--- src/rtl/hazard_tracker_if.sv ---
// rtl/hazard_tracker_if.sv - EX-stage operand/writer bundle between pipeline control and hazard_tracker
//
// Purpose: carries the EX instruction's register usage into the hazard
// tracker and its bypass selects, stall and stall counter back out.
// Ports (master = pipeline side, slave = hazard_tracker side):
//   ex_valid, ex_rs, ex_rs_en, ex_rd, ex_we, ex_is_load, flush  -> tracker
//   fwd_sel, stall, stall_cnt                                   <- tracker

interface hazard_tracker_if #(
    parameter int NUM_SRC = 2,
    parameter int DEPTH   = 3
);
    localparam int SW = $clog2(DEPTH + 1);

    logic                    ex_valid;
    logic [5*NUM_SRC-1:0]    ex_rs;
    logic [NUM_SRC-1:0]      ex_rs_en;
    logic [4:0]              ex_rd;
    logic                    ex_we;
    logic                    ex_is_load;
    logic                    flush;
    logic [SW*NUM_SRC-1:0]   fwd_sel;
    logic                    stall;
    logic [15:0]             stall_cnt;

    modport master (
        output ex_valid, ex_rs, ex_rs_en, ex_rd, ex_we, ex_is_load, flush,
        input  fwd_sel, stall, stall_cnt
    );

    modport slave (
        input  ex_valid, ex_rs, ex_rs_en, ex_rd, ex_we, ex_is_load, flush,
        output fwd_sel, stall, stall_cnt
    );
endinterface

--- src/rtl/hazard_tracker.sv ---
// rtl/hazard_tracker.sv - EX-stage forwarding select and load-use interlock
//
// Purpose: tracks the writers in flight after EX in a private shift register
// and, for every source operand of the EX instruction, chooses the bypass
// stage (or the register file) and raises a single stall on load-use.
// Ports:
//   clk   - rising-edge clock
//   rstn  - synchronous active-low reset (drops all in-flight writers)
//   bus   - hazard_tracker_if.slave: EX operand/writer info and flush in,
//           fwd_sel (SW bits per operand, 0 = regfile, k = slot k),
//           stall and the saturating 16-bit stall_cnt out

module hazard_tracker #(
    parameter int NUM_SRC  = 2,
    parameter int DEPTH    = 3,
    parameter int LOAD_LAT = 1
) (
    input  logic             clk,
    input  logic             rstn,
    hazard_tracker_if.slave  bus
);
    localparam int SW = $clog2(DEPTH + 1);

    // Slot k (1 = MEM, 2 = WB, ...) describes the writer that left EX k cycles ago.
    logic [DEPTH:1]        slot_v;
    logic [DEPTH:1]        slot_we;
    logic [DEPTH:1]        slot_ld;
    logic [4:0]            slot_rd [1:DEPTH];

    logic [NUM_SRC-1:0]    hazard;
    logic [SW*NUM_SRC-1:0] sel;
    logic                  stall;
    logic [15:0]           stall_cnt;

    for (genvar i = 0; i < NUM_SRC; i++) begin : g_src
        logic [DEPTH:1] hit;
        logic [SW-1:0]  op_sel;
        logic           op_haz;

        for (genvar k = 1; k <= DEPTH; k++) begin : g_slot
            // x0 is hardwired zero, so a write to it is never a real producer.
            assign hit[k] = slot_v[k] & slot_we[k] & (slot_rd[k] != 5'd0) &
                            (slot_rd[k] == bus.ex_rs[5*i +: 5]) & bus.ex_rs_en[i];
        end

        // Walk from the oldest slot to the youngest so the youngest match
        // overwrites everything older. A young load that is not yet ready
        // therefore blocks any older producer of the same register.
        always_comb begin
            op_sel = '0;
            op_haz = 1'b0;
            for (int k = DEPTH; k >= 1; k--) begin
                if (hit[k]) begin
                    if (slot_ld[k] && (k <= LOAD_LAT)) begin
                        op_haz = 1'b1;
                        op_sel = '0;
                    end else begin
                        op_haz = 1'b0;
                        op_sel = SW'(k);
                    end
                end
            end
        end

        assign sel[SW*i +: SW] = op_sel;
        assign hazard[i]       = op_haz;
    end

    // A flushed or empty EX slot never needs to wait for its operands.
    assign stall = bus.ex_valid & ~bus.flush & (|hazard);

    always_ff @(posedge clk) begin
        if (!rstn) begin
            slot_v    <= '0;
            slot_we   <= '0;
            slot_ld   <= '0;
            for (int k = 1; k <= DEPTH; k++) begin
                slot_rd[k] <= 5'd0;
            end
            stall_cnt <= 16'd0;
        end else begin
            // Stalled or flushed EX instructions enter MEM as a bubble; the
            // upstream stages hold, so the stalled one is presented again.
            slot_v  <= {slot_v[DEPTH-1:1],  bus.ex_valid & ~bus.flush & ~stall};
            slot_we <= {slot_we[DEPTH-1:1], bus.ex_we};
            slot_ld <= {slot_ld[DEPTH-1:1], bus.ex_is_load};
            for (int k = DEPTH; k >= 2; k--) begin
                slot_rd[k] <= slot_rd[k-1];
            end
            slot_rd[1] <= bus.ex_rd;

            if (stall && (stall_cnt != 16'hFFFF)) begin
                stall_cnt <= stall_cnt + 16'd1;
            end
        end
    end

    assign bus.fwd_sel   = sel;
    assign bus.stall     = stall;
    assign bus.stall_cnt = stall_cnt;
endmodule

--- src/flat_wrapper.sv ---
// flat-port wrapper written by rule: the top's interface ports become plain ports
module hazard_tracker_flat 
#(
    parameter int NUM_SRC  = 2,
    parameter int DEPTH    = 3,
    parameter int LOAD_LAT = 1
)
  (clk, rstn, bus_ex_valid, bus_ex_rs, bus_ex_rs_en, bus_ex_rd, bus_ex_we, bus_ex_is_load, bus_flush, bus_fwd_sel, bus_stall, bus_stall_cnt);
  hazard_tracker_if #(.NUM_SRC(NUM_SRC), .DEPTH(DEPTH)) bus_i ();
  input  logic clk;
  input  logic rstn;
  input wire logic [$bits(bus_i.ex_valid)-1:0] bus_ex_valid;
  input wire logic [$bits(bus_i.ex_rs)-1:0] bus_ex_rs;
  input wire logic [$bits(bus_i.ex_rs_en)-1:0] bus_ex_rs_en;
  input wire logic [$bits(bus_i.ex_rd)-1:0] bus_ex_rd;
  input wire logic [$bits(bus_i.ex_we)-1:0] bus_ex_we;
  input wire logic [$bits(bus_i.ex_is_load)-1:0] bus_ex_is_load;
  input wire logic [$bits(bus_i.flush)-1:0] bus_flush;
  output wire logic [$bits(bus_i.fwd_sel)-1:0] bus_fwd_sel;
  output wire logic [$bits(bus_i.stall)-1:0] bus_stall;
  output wire logic [$bits(bus_i.stall_cnt)-1:0] bus_stall_cnt;
  assign bus_i.ex_valid = bus_ex_valid;
  assign bus_i.ex_rs = bus_ex_rs;
  assign bus_i.ex_rs_en = bus_ex_rs_en;
  assign bus_i.ex_rd = bus_ex_rd;
  assign bus_i.ex_we = bus_ex_we;
  assign bus_i.ex_is_load = bus_ex_is_load;
  assign bus_i.flush = bus_flush;
  assign bus_fwd_sel = bus_i.fwd_sel;
  assign bus_stall = bus_i.stall;
  assign bus_stall_cnt = bus_i.stall_cnt;
  hazard_tracker #(.NUM_SRC(NUM_SRC), .DEPTH(DEPTH), .LOAD_LAT(LOAD_LAT)) u_core (.clk(clk), .rstn(rstn), .bus(bus_i));
endmodule
--- config.mk ---
export PLATFORM = sky130hd
export DESIGN_NAME = hazard_tracker_flat
export DESIGN_NICKNAME = d
export VERILOG_FILES = /design/src/rtl/hazard_tracker_if.sv /design/src/rtl/hazard_tracker.sv /design/src/flat_wrapper.sv
export SDC_FILE = /design/constraint.sdc
export NUM_CORES = 1
export LEC_CHECK = 0
export ABC_AREA = 1
export CORE_MARGIN = 10
export CORE_UTILIZATION = 53
export DETAILED_ROUTE_END_ITERATION = 8
export GPL_TIMING_DRIVEN = 0
export PLACE_DENSITY = 0.81
export SKIP_CTS_REPAIR_TIMING = 1
export SYNTH_ARGS = -nofsm -noshare
export SYNTH_HDL_FRONTEND = slang
export SYNTH_SLANG_ARGS = --single-unit
--- constraint.sdc ---
create_clock -name clk -period 1.58 [get_ports clk]
set_input_delay 0.316 -clock clk [delete_from_list [all_inputs] [get_ports clk]]
set_output_delay 0.316 -clock clk [all_outputs]
set_load 0.02 [all_outputs]
==> results_dict.tcl, run 1 <==
set metrics [dict create \
    crit_path_frequent_cell "nand2_1" \
    setup-tns-final_ns -2.453 \
    synth_seq_cells 38 \
    dp.cells 501 \
    r2r_end "u_core.bus.stall_cnt[9]" \
    synth_fp_nets 431 \
    dp_hpwl_um 5011 \
    cts.sinks 38 \
    path_cells "nand2_1, nand2_1, nor2_1, nand2_1, nor3_2, a21oi_1, nor2_1, buf_4" \
    setup_violations 19 \
    cp_max_fo 5 \
    port_buffers 42 \
    cts-root-to-sink-buffers 2 \
    critical-path-max-stage-delay_ns 0.37 \
    synth_edf_count 0 \
    drv_cap 0 \
    drv_slew 0 \
    area_growth_syn_to_layout_pct 40.73 \
    avgRoutedWirePerCell_um 14.15 \
    antenna_left 0 \
    worstPathArrival_ns 1.64 \
    synth-warning-count 0 \
    outcome "finished with violations" \
    syn_area_per_cell_um2 5.939 \
    hold_class "flop to flop" \
    pin_count 44 \
    rsz0062_at_grt "true" \
    powerDensity_nw_per_um2 672.9 \
    dominantRegCellSynth "dfxtp_1" \
    globalRouteOverflowTotal 0 \
    layout-drive-gt1-share 0.2047 \
    die_h_um 87.54 \
    hold_viol_final 0 \
    first_pass_iters 5 \
    viasPerCell 5.309 \
    yosysTopAreaCellShare 0.3147 \
    fin_worst_skew_ns 0.008848 \
    insertion_delay_ns 0.30 \
    setup_slack_ns -0.3809 \
    finalCriticalPeriod_ns 1.961 \
    nets 492 \
    grt_usage 0.1729 \
    hold_depth 2 \
    crit_path_top_delay_cell "dfxtp_4" \
    min_from "u_core.slot_v[1]" \
    root_buffer "clkbuf_8" \
    power_leakage_nw 2.095 \
    ir_worst_vdd_v 0.0003920 \
    synth_top_area_cell "dfxtp_1" \
    antenna_found_initial 0 \
    grt_max_degree 14 \
    htree_num_levels 2 \
    syn_inst 407 \
    diodes 0 \
    cts_inserted_buffers 5 \
    fin_crit_sh 1.241 \
    crit_path_start_kind "flop" \
    clk_pin_slew_worst_paths_ns 0.08 \
    place.gp.congestion 0.9213 \
    async_flop_share 0 \
    failed_checks "setup timing" \
    die-area_um2 7662 \
    worst_pin_slew_ns 0.5942 \
    start_util 0.5514 \
    r2r_start "u_core.slot_rd[0][8]" \
    synthDistinctLibCells 27 \
    drc 0 \
    ys_seq_area_frac 0.3147 \
    wl_um 7370 \
    max-slew-margin-rel 0.6039 \
    drt_iter0_markers 249 \
    grt_pass1_vias 2380 \
    rows 24 \
    core_area_um2 4384 \
    stdcell_count 521 \
    r2r_cells 11 \
    die_w_um 87.54 \
    cts_tree "yes" \
    reg2reg_slack_ns -0.12 \
    grt_pass1_wl_um 10910 \
    synthTopCellsByArea "dfxtp_1 (31%), nand2_1 (19%), inv_1 (13%)" \
    synth_common_cells "nand2_1 (123), inv_1 (83), nor2_1 (51)" \
    yosysMostFrequentCell "nand2_1" \
    critical_path_class "flop to output pin" \
    max_freq_mhz 510.0 \
    end_kind "output pin" \
    required_ns 1.26 \
    syn_area_um2 2417 \
    hold_end "u_core.slot_v[2]" \
    num_vias 2766 \
]
==> layout make-up <==
cell class / count / area (um^2)
Buffer: 9 / 68.82
Clock buffer: 5 / 68.82
Clock inverter: 3 / 68.82
Fill cell: 325 / 982.2
Inverter: 89 / 339.1
Multi-Input combinational cell: 271 / 1386
Sequential cell: 38 / 800.8
Tap cell: 52 / 65.06
Timing Repair Buffer: 54 / 604.3
==> routing by layer <==
layer / track usage / wire length [um] / vias to the layer above
li1: - / - / 1360
met1: 0.2216 / 3234 / 1290
met2: 0.2804 / 3509 / 101
met3: 0.04735 / 506 / 15
met4: 0.04203 / 119 / 0
met5: 0 / 0 / -
==> worst max-delay path by stage <==
stage / from / cells after the start / to / slack, ns
finish: u_core.slot_rd[0][8] / 8 / bus_fwd_sel[0] / -0.38
global route: u_core.slot_rd[0][8] / 9 / bus_fwd_sel[0] / -0.48
CTS: bus_ex_valid / 7 / bus_stall / -1.22
detailed placement: bus_ex_valid / 7 / bus_stall / -1.22
global placement: bus_ex_valid / 7 / bus_stall / -1.22
floorplan: u_core.bus.stall_cnt[1] / 11 / u_core.bus.stall_cnt[4] / 0.02
==> critical path: cells and delay by family (launching register included) <==
| family | cells | cell delay [ns] |
|---|---|---|
| simple gates | 6 | 0.75 |
| flops | 1 | 0.37 |
| buf+inv | 1 | 0.16 |
| compound gates | 1 | 0.07 |
==> sequential cells by signal (all words and copies together), names as in the netlist <==
signal,count
u_core.slot_rd,15
u_core.slot_ld,1
u_core.slot_we,3
u_core.bus.stall_cnt,16
u_core.slot_v,3
==> through the flow <==
stage               hold slack [ns]  instance area (um^2)  total power, mW  worst slack (ns)    util
floorplan                    0.4071                  2424            1.166           0.02256       -
global placement             0.4091                  2909            1.274            -1.216  0.6635
detailed placement           0.4292                  2909            1.278            -1.220  0.6635
CTS                          0.4405                  3047            2.269            -1.218  0.6949
global route                 0.4601                  3402            2.365           -0.4753  0.7760
finish                       0.4310                  3402            2.289           -0.3809  0.7760
==> power by group <==
| part | internal, mW | total [mW] | switching [mW] | leakage, nW |
|---|---|---|---|---|
| Combinational | 0.118 | 0.278 | 0.161 | 1.71 |
| Sequential | 0.974 | 1.00 | 0.0270 | 0.320 |
| Clock | 0.633 | 1.01 | 0.377 | 0.0683 |
==> layout by cell type, fill, tap and decap left out, types with 3 or more instances in the layout <==
| cell type | count |
|---|---|
| buf_4 | 12 |
| a21oi_2 | 5 |
| clkbuf_8 | 5 |
| xnor2_1 | 6 |
| nand2_2 | 6 |
| buf_6 | 6 |
| nand3_1 | 23 |
| clkbuf_1 | 4 |
| a21oi_1 | 10 |
| nor3_1 | 3 |
| inv_2 | 7 |
| dfxtp_2 | 14 |
| dfxtp_1 | 18 |
| dfxtp_4 | 6 |
| nand2_1 | 117 |
| clkdlybuf4s50_1 | 9 |
| nand4_1 | 19 |
| nor2_2 | 8 |
| nor2_1 | 45 |
| inv_1 | 80 |
| dlymetal6s2s_1 | 28 |
| xor2_1 | 4 |
| nand3_2 | 6 |
| nor3_2 | 4 |
==> kinds of logic after synthesis <==
logic type / count (synthesis) / share of synthesized area
compound gates: 20 / 0.04606
xor+xnor: 10 / 0.03623
fa+ha+maj: 1 / 0.005175
buf+inv: 98 / 0.1594
flops: 38 / 0.3147
simple gates: 240 / 0.4384
No activity file was read; power rests on OpenSTA's default activity.
==> run 2, diff against run 1 <==
SLEW_MARGIN = 10   (was unset)
==> results of run 2 <==
No change in the layout: final DEF, timing and power equal those of run 1.
